## config.mk

```make
export PLATFORM = sky130hd
export DESIGN_NAME = t_port_receiver
export DESIGN_NICKNAME = d
export VERILOG_FILES = /design/src/rtl/t_port_receiver.sv
export SDC_FILE = /design/constraint.sdc
export NUM_CORES = 1
export LEC_CHECK = 0
export CAP_MARGIN = 15
export CORE_MARGIN = 2
export CORE_UTILIZATION = 45
export CTS_BUF_LIST = sky130_fd_sc_hd__clkbuf_8
export CTS_CLUSTER_DIAMETER = 30
export CTS_CLUSTER_SIZE = 14
export DETAILED_ROUTE_END_ITERATION = 7
export MAX_ROUTING_LAYER = met4
export PLACE_DENSITY = 0.66
export SETUP_SLACK_MARGIN = 0.02
export SYNTH_ARGS = -nofsm -noshare
export SYNTH_HDL_FRONTEND = slang
export SYNTH_SLANG_ARGS = --single-unit
```

## constraint.sdc

```tcl
create_clock -name Clock -period 4.8 [get_ports Clock]
set_input_delay 0.72 -clock Clock [delete_from_list [all_inputs] [get_ports Clock]]
set_output_delay 0.72 -clock Clock [all_outputs]
set_load 0.02 [all_outputs]
```

## src/rtl/t_port_receiver.sv

```systemverilog
// t_port_receiver: captures CPU output-port writes into a small FIFO.
// It tracks the most recent accepted byte and counts writes that were
// dropped because the FIFO was full.
module t_port_receiver #(
    parameter int DEPTH = 8,
    parameter int CW    = 4
) (
    input  logic          Clock,
    input  logic          Reset,
    input  logic [7:0]    T,
    input  logic          TWrite,
    output logic [7:0]    OutData,
    output logic          OutValid,
    input  logic          OutReady,
    output logic [CW-1:0] Count,
    output logic          Full,
    output logic [7:0]    LastT,
    output logic          Overflow,
    output logic [7:0]    DropCount,
    input  logic          ClearOverflow
);

    localparam int AW = (DEPTH > 1) ? $clog2(DEPTH) : 1;

    logic [7:0]    mem [DEPTH];
    logic [AW-1:0] rd_ptr;
    logic [AW-1:0] wr_ptr;
    logic [CW-1:0] count_q;
    logic          pop;
    logic          push;
    logic          drop;

    function automatic logic [AW-1:0] next_ptr(input logic [AW-1:0] p);
        return (p == AW'(DEPTH - 1)) ? '0 : p + AW'(1);
    endfunction

    // Handshake decode and output view, all derived from registered state.
    // A pop frees a slot, so a write to a full FIFO is still accepted when
    // the consumer takes the head in the same cycle.
    always_comb begin
        OutValid = (count_q != '0);
        Full     = (count_q == CW'(DEPTH));
        pop      = OutValid && OutReady;
        push     = TWrite && (!Full || pop);
        drop     = TWrite && Full && !pop;
        Count    = count_q;
        OutData  = OutValid ? mem[rd_ptr] : '0;
    end

    // Storage array; gated by Reset so a write in the reset cycle is discarded.
    always_ff @(posedge Clock) begin
        if (Reset && push) begin
            mem[wr_ptr] <= T;
        end
    end

    // Pointers and occupancy count.
    always_ff @(posedge Clock) begin
        if (!Reset) begin
            rd_ptr  <= '0;
            wr_ptr  <= '0;
            count_q <= '0;
        end else begin
            if (push) wr_ptr <= next_ptr(wr_ptr);
            if (pop)  rd_ptr <= next_ptr(rd_ptr);
            case ({push, pop})
                2'b10:   count_q <= count_q + CW'(1);
                2'b01:   count_q <= count_q - CW'(1);
                default: count_q <= count_q;
            endcase
        end
    end

    // Last accepted byte.
    always_ff @(posedge Clock) begin
        if (!Reset) begin
            LastT <= '0;
        end else if (push) begin
            LastT <= T;
        end
    end

    // Sticky overflow flag and saturating drop counter; a drop coinciding
    // with a clear leaves the first drop of the new window recorded.
    always_ff @(posedge Clock) begin
        if (!Reset) begin
            Overflow  <= 1'b0;
            DropCount <= '0;
        end else if (ClearOverflow) begin
            Overflow  <= drop;
            DropCount <= drop ? 8'd1 : 8'd0;
        end else if (drop) begin
            Overflow <= 1'b1;
            if (DropCount != 8'hFF) begin
                DropCount <= DropCount + 8'd1;
            end
        end
    end

endmodule

```

==> impl_metrics.py, run 1 <==
metrics = {
    "floorplan": {
        "die_y_um": 97.5,
        "floorplan.initialDensity": 0.458,
        "floorplan.die_area_um2": 9500,
        "io-pin-count": 44,
        "core_area_um2": 8590,
        "core.rowCount": 34,
        "fp.dieW_um": 97.5,
    },
    "clock_tree": {
        "tritoncts": "built",
        "htreeDepth": 3,
        "cts.repair.resized": 0,
        "post-cts-setup-buffer-count": 0,
        "clk_lat_worst_skew_ns": 0.36,
        "cts.path.max_buffers": 2,
        "cts_hold_buffers": 0,
        "cts-root-buf": "sky130_fd_sc_hd__clkbuf_8",
        "tritoncts_num_sinks": 94,
        "clk_pin_slew_ns": 0.09,
        "cts_inserted_buffers": 9,
    },
    "yosys": {
        "syn_avg_cell_area_um2": 15.4,
        "synth-seq-cells": 94,
        "mappedNetlistNets": 277,
        "synthCells": 256,
        "synthesis.yosys.warnings": 0,
        "post_synth_instance_area_um2": 3930,
        "synth-seq-area-share": 0.641,
        "post_synth_num_cell_types": 49,
        "number_of_synthesized_flops_with_an_enable_pin": 64,
        "async_flop_share": 0,
        "dominantRegCellSynth": "sky130_fd_sc_hd__edfxtp_1",
    },
    "worst_setup_path": {
        "critPathArrivalTime_ns": 3.41,
        "worst-setup-path-type": "flip-flop to flip-flop",
        "rr_startpoint": "Count[2]",
        "setup.reg_to_reg.worst_slack_ns": 1.68,
        "reg2reg_depth": 9,
        "worst_ep_required_time_ns": 5.08,
        "timing.rr.end": "Count[2]",
        "critPathLaunchType": "flip-flop",
        "endpoint_kind": "flip-flop",
        "crit_fanout": 19,
    },
    "placed_design": {
        "number_of_cells_in_the_design_after_placement": 404,
        "detailedPlacementHpwl_mm": 4.91,
        "postPlaceCellArea_um2": 4500,
        "placer_s_final_routability_congestion_estimate": 0.842,
        "preCtsSetupSlack_ns": 1.36,
        "placement.io_buffers": 43,
    },
    "worst_hold_path": {
        "hold_path_class": "flip-flop to flip-flop",
        "min-delay-start": "rd_ptr[0]",
        "min_path_cells": 2,
        "min_delay_worst_endpoint": "rd_ptr[0]",
    },
    "drt": {
        "first_pass_iters": 4,
        "post-route-drc-count": 0,
        "detail_routed_via_count_per_cell": 5.25,
        "detail_route.wirelength_mm": 7.30,
        "wire_per_inst_um": 17.4,
        "ant_nets": 0,
        "detailed_router_s_first_iteration_violation_count": 166,
        "dr_vias": 2207,
    },
    "run_status": {
        "run_status": "complete, no violations",
    },
    "cells_and_area": {
        "drive_gt1_frac": 0.167,
        "syn2layout_area_growth_pct": 19.1,
        "final_nets": 328,
        "number_of_standard_cells_in_the_final_layout_excluding_fillers": 420,
        "most_frequent_cells_in_the_layout": "64 x sky130_fd_sc_hd__edfxtp_1, 43 x sky130_fd_sc_hd__clkdlybuf4s50_1, 30 x sky130_fd_sc_hd__dfxtp_1, 23 x sky130_fd_sc_hd__mux2i_1, 16 x sky130_fd_sc_hd__mux4_2",
        "number_of_antenna_repair_diodes": 0,
        "final_common_cell": "sky130_fd_sc_hd__edfxtp_1",
        "stdcell_area_um2": 4680,
    },
    "timing": {
        "report.final.setup_viol": 0,
        "finalHoldViolations": 0,
        "layout_worst_path_cycle_share": 0.651,
        "finalSetupTns_ns": 0,
        "timing.clock.skew_ns": 0.0146,
        "relSlewSlack": 0.432,
        "tightestPinTransition_ns": 0.848,
        "final_period_minus_worst_setup_slack_ns": 3.12,
        "rsz0062_at_grt": "no",
        "max_freq_mhz": 320,
        "timing.final.max_slew_violations": 0,
        "fin_ws_ns": 1.68,
    },
    "grt": {
        "maximum_number_of_pins_on_one_net_before_global_route_repair": 28,
        "track_usage": 0.171,
        "antenna_found_initial": 0,
        "grt_first_pass_wirelength_mm": 12.3,
        "number_of_global_route_vias_before_repair": 2351,
        "grt_overflow": 0,
    },
    "job": {
        "max_cap_viol": 0,
    },
    "power": {
        "p_per_area_nw_per_um2": 439,
        "static-leakage-power_nw": 1.58,
        "max-vdd-ir-drop_uv": 239,
    },
}
[metrics by stage]
step | power [W] | util | hold WS, ns
floorplan | 0.00135 | - | 0.464
global placement | 0.00159 | 0.524 | 0.495
detailed placement | 0.00160 | 0.524 | 0.497
CTS | 0.00209 | 0.545 | 0.521
global route | 0.00217 | 0.545 | 0.574
finish | 0.00206 | 0.545 | 0.522
[state kept, by name, indices dropped and copies added, names as in the netlist, named ones only]
name       flops
rd_ptr         3
mem           64
LastT          8
Overflow       1
wr_ptr         3
Count          4
DropCount      8
[area by class of cell]
type                            count  area, µm²
Fill cell                         736       3910
Clock buffer                        9        124
Multi-Input combinational cell    149       1350
Clock inverter                      7       60.1
Sequential cell                    94       2520
Inverter                            3       12.5
Tap cell                          108        135
Timing Repair Buffer               50        483
[critical path, stage by stage, from the launching register on]
cell and delay [ns]:
sky130_fd_sc_hd__dfxtp_1 0.40, sky130_fd_sc_hd__or4b_4 0.61, sky130_fd_sc_hd__o21ai_4 0.55, sky130_fd_sc_hd__ha_1 0.39
sky130_fd_sc_hd__xor2_1 0.18, sky130_fd_sc_hd__ha_1 0.16, sky130_fd_sc_hd__a21oi_1 0.05, sky130_fd_sc_hd__xor2_1 0.16
sky130_fd_sc_hd__or3_2 0.40, sky130_fd_sc_hd__a21boi_0 0.17
[synthesized netlist by cell type, types with 2 or more instances]
cell	n	area (µm²)
sky130_fd_sc_hd__clkbuf_1	3	11.3
sky130_fd_sc_hd__a21boi_0	4	30.0
sky130_fd_sc_hd__or3b_2	2	17.5
sky130_fd_sc_hd__or3_1	3	18.8
sky130_fd_sc_hd__a21oi_1	6	30.0
sky130_fd_sc_hd__mux2i_1	23	230
sky130_fd_sc_hd__o21ai_0	4	20.0
sky130_fd_sc_hd__and2_1	2	12.5
sky130_fd_sc_hd__nor4_1	2	12.5
sky130_fd_sc_hd__inv_1	2	7.51
sky130_fd_sc_hd__nand3_1	4	20.0
sky130_fd_sc_hd__xor2_1	3	26.3
sky130_fd_sc_hd__buf_2	3	15.0
sky130_fd_sc_hd__nand2b_1	3	18.8
sky130_fd_sc_hd__buf_1	2	7.51
sky130_fd_sc_hd__nand2_1	10	37.5
sky130_fd_sc_hd__or3_2	2	15.0
sky130_fd_sc_hd__nor2_1	15	56.3
sky130_fd_sc_hd__nor4bb_1	2	20.0
sky130_fd_sc_hd__nand4_1	3	18.8
sky130_fd_sc_hd__mux4_2	16	360
sky130_fd_sc_hd__dfxtp_1	30	601
sky130_fd_sc_hd__nor2b_1	12	75.1
sky130_fd_sc_hd__nor3_1	5	25.0
sky130_fd_sc_hd__edfxtp_1	64	1920
sky130_fd_sc_hd__ha_1	8	100
[cell families (layout without fill, tap and decap cells)]
family | after synthesis | in the layout | synth area share
and+or+nand+nor | 75 | 75 | 0.111
AOI/OAI and AO/OA | 23 | 23 | 0.0445
adders and majority gates | 8 | 8 | 0.0255
DFF | 94 | 94 | 0.641
xor gates and xnor gates | 4 | 4 | 0.00891
muxes | 39 | 39 | 0.150
buffers and inverters | 13 | 69 | 0.0185
[power by group]
part           internal, W  switching (W)  leakage (nW)  total, W
Combinational     0.000308       0.000307         0.664  0.000615
Sequential        0.000903      0.0000486         0.823  0.000952
Clock             0.000199       0.000291        0.0969  0.000490
Total              0.00141       0.000646          1.58   0.00206
[worst max-delay path by stage]
| stage | start | endpoint | slack, ns | cells after the start |
|---|---|---|---|---|
| after detailed placement | OutReady | Count[2] | 1.36 | 9 |
| after global routing | Count[2] | Count[2] | 1.45 | 9 |
| after CTS | flip-flop | OutData[6] | 1.65 | 4 |
| after floorplan | Count[2] | Count[2] | 1.88 | 11 |
| final | Count[2] | Count[2] | 1.68 | 9 |
| after global placement | OutReady | Count[2] | 1.48 | 9 |
[metal layers]
| layer | routed length [µm] | vias up | GRT usage | share of wire |
|---|---|---|---|---|
| li1 | - | 1085 | - | - |
| met1 | 3430 | 1071 | 0.230 | 0.47 |
| met2 | 3580 | 44 | 0.268 | 0.49 |
| met3 | 231 | 7 | 0.0388 | 0.032 |
| met4 | 54 | 0 | 0.0417 | 0.0074 |
| met5 | 0 | - | - | 0 |
No activity file was read; power rests on OpenSTA's default activity.
==> run 2: changes to the inputs <==
PLACE_DENSITY = 0.69   (was 0.66)
clock period = 2.84 ns   (was 4.8 ns; I/O delays follow)
==> run 2 against run 1 <==
  * Wire length rose by 3.7%
  * First-iteration DRC count fell by 40%
  * Flip-flop and latch count did not move
  * Power rose by 75%
  * Clock skew fell by 0.0073 ns
  * Die area did not move
  * Register-to-register slack got worse by 1.4 ns
  * Combinational power rose by 87%
  * Via count rose by 4.0%
  * Largest cell class unchanged
  * Critical path depth fell by 4
==> impl_metrics.py, run 2 (synthesized netlist as in run 1, its figures left out) <==
metrics = {
    "clock_tree": {
        "tritoncts": "built",
        "htreeDepth": 3,
        "post-cts-setup-buffer-count": 0,
        "cts_inserted_buffers": 9,
        "tritoncts_num_sinks": 94,
        "cts.path.max_buffers": 2,
        "cts-root-buf": "sky130_fd_sc_hd__clkbuf_8",
        "clk_lat_worst_skew_ns": 0.35,
        "clk_pin_slew_ns": 0.09,
    },
    "worst_hold_path": {
        "min_path_cells": 2,
        "min_delay_worst_endpoint": "Count[3]",
        "hold_path_class": "flip-flop to flip-flop",
        "min-delay-start": "Count[3]",
    },
    "cells_and_area": {
        "number_of_standard_cells_in_the_final_layout_excluding_fillers": 428,
        "number_of_antenna_repair_diodes": 0,
        "filler_cell_count": 719,
        "final_nets": 337,
        "top_regs": "mem x64, DropCount x8, LastT x8",
        "largest_register_ff_count": 64,
        "final_common_cell": "sky130_fd_sc_hd__edfxtp_1",
        "largest_reg_by_ff_count": "mem",
        "most_frequent_cells_in_the_layout": "64 x sky130_fd_sc_hd__edfxtp_1, 43 x sky130_fd_sc_hd__clkdlybuf4s50_1, 29 x sky130_fd_sc_hd__dfxtp_1, 23 x sky130_fd_sc_hd__mux2i_1, 16 x sky130_fd_sc_hd__mux4_2",
        "drive_gt1_frac": 0.188,
        "syn2layout_area_growth_pct": 21.6,
    },
    "floorplan": {
        "die_y_um": 97.5,
        "io-pin-count": 44,
        "fp.dieW_um": 97.5,
        "floorplan.die_area_um2": 9500,
        "floorplan.initialDensity": 0.458,
        "core.rowCount": 34,
        "core_area_um2": 8590,
    },
    "power": {
        "switching_component_of_the_power_w": 0.00108,
        "cell_internal_pwr_w": 0.00252,
        "share_of_total_power_in_sequential_cells": 0.437,
        "clockPowerShare": 0.245,
        "power_switching_share": 0.300,
        "pwr-share-comb": 0.318,
        "total_power_w": 0.00361,
        "p_per_area_nw_per_um2": 754,
        "max-vdd-ir-drop_uv": 450,
        "static-leakage-power_nw": 1.63,
    },
    "drt": {
        "detail_routed_via_count_per_cell": 5.36,
        "detailed_router_s_first_iteration_violation_count": 100,
        "first_pass_iters": 4,
        "detail_route.wirelength_mm": 7.57,
        "dr_vias": 2296,
        "wire_per_inst_um": 17.7,
        "ant_nets": 0,
        "post-route-drc-count": 0,
    },
    "worst_setup_path": {
        "worst_ep_required_time_ns": 2.41,
        "timing.critical_path.slowest_cell_delay_ns": 0.54,
        "critPathLaunchType": "flip-flop",
        "endpoint_kind": "output port",
        "critPathArrivalTime_ns": 2.23,
        "timing.rr.end": "Count[2]",
        "cp.buffers_inverters": 2,
        "reg2reg_depth": 9,
        "rr_startpoint": "Count[2]",
        "crit_fanout": 16,
        "path_cells": "buf_6 > mux4_2 > mux2i_1 > nor2_1 > clkdlybuf4s50_1",
        "timing.critical_path.slowest_stage_cell": "sky130_fd_sc_hd__mux4_2",
        "cp_top_delay_family": "buffers and inverters",
        "setup.reg_to_reg.worst_slack_ns": 0.28,
        "worst-setup-path-type": "flip-flop to output port",
    },
    "placed_design": {
        "number_of_cells_in_the_design_after_placement": 413,
        "placement.io_buffers": 43,
        "detailedPlacementHpwl_mm": 4.73,
        "placer_s_final_routability_congestion_estimate": 0.839,
    },
    "grt": {
        "track_usage": 0.175,
        "antenna_found_initial": 0,
        "grt_overflow": 0,
        "maximum_number_of_pins_on_one_net_before_global_route_repair": 27,
        "grt_first_pass_wirelength_mm": 12.5,
        "number_of_global_route_vias_before_repair": 2377,
    },
    "timing": {
        "rsz0062_at_grt": "no",
        "final_period_minus_worst_setup_slack_ns": 2.65,
        "relSlewSlack": 0.595,
        "max_freq_mhz": 377,
        "finalHoldViolations": 0,
        "tightestPinTransition_ns": 0.606,
        "finalSetupTns_ns": 0,
        "timing.clock.skew_ns": 0.00730,
        "timing.final.max_slew_violations": 0,
        "layout_worst_path_cycle_share": 0.934,
        "report.final.setup_viol": 0,
    },
    "run_status": {
        "run_status": "complete, no violations",
    },
    "job": {
        "max_cap_viol": 0,
    },
}
==> run 2: cell count changes in the layout (fill, tap and decap cells not counted), sizes merged <==
cell      previous run  this run
inv                  7         2
clkinvlp             0         1
bufinv               0         1
clkinv               3         4
buf                  7        16
clkbuf               9        10
==> run 2: how the worst max path moves through the flow <==
stage                     cells past startpoint  slack, ns  startpoint    endpoint
after floorplan                              11       0.07    Count[1]    Count[2]
after global placement                       10       0.34    OutReady    Count[2]
after detailed placement                     10       0.23    OutReady    Count[2]
after CTS                                     5       0.06   flip-flop  OutData[1]
after global routing                          5       0.05   flip-flop  OutData[4]
final                                         5       0.19   flip-flop  OutData[3]
==> run 2: layout make-up <==
cell class	instances	area, µm²	share of cell area
clock inverters	5	60.1	0.0126
repair buffers	59	554	0.116
clock buffers	10	138	0.0288
multi-input cells	149	1360	0.284
inverters	3	12.5	0.00262
well taps	108	135	0.0283
flip-flops and latches	94	2520	0.528
==> run 2: worst reg2reg max path, delay by kind of cell, from the launching register on <==
kind / cells / cell delay (ns)
AO/OA/AOI/OAI: 3 / 0.43
XOR/XNOR: 2 / 0.31
adder cells (fa/ha/maj): 2 / 0.34
AND/OR/NAND/NOR: 2 / 1.01
flip-flops: 1 / 0.40
==> run 2: power by group through the flow <==
stage / sequential (W) / clock (W) / combinational (W)
after detailed placement: 0.00161 / 0 / 0.00116
after floorplan: 0.00165 / 0 / 0.000668
after global placement: 0.00160 / 0 / 0.00114
final: 0.00158 / 0.000882 / 0.00115
after CTS: 0.00158 / 0.000906 / 0.00117
after global routing: 0.00159 / 0.000950 / 0.00124
==> run 2: routing by layer <==
layer / share of wire / track usage / wire, µm / vias up
met5: 0 / - / 0 / -
met4: 0.014 / 0.0545 / 109 / 0
met3: 0.043 / 0.0252 / 325 / 11
met2: 0.47 / 0.270 / 3540 / 63
met1: 0.47 / 0.243 / 3590 / 1123
li1: - / - / - / 1099
==> run 2: repair_timing <==
action                                  4_1_cts  5_1_grt
gates resized for setup                       0        1
hold buffers                                  0        0
endpoints found under the setup margin        0        8
==> run 2: per-stage QoR <==
step | setup WS, ns | area, µm² | hold WS, ns | utilization
floorplan | 0.0680 | 3960 | 0.464 | -
global placement | 0.341 | 4580 | 0.483 | 0.533
detailed placement | 0.228 | 4580 | 0.486 | 0.533
CTS | 0.0621 | 4780 | 0.502 | 0.556
global route | 0.0469 | 4780 | 0.533 | 0.556
finish | 0.188 | 4780 | 0.497 | 0.556
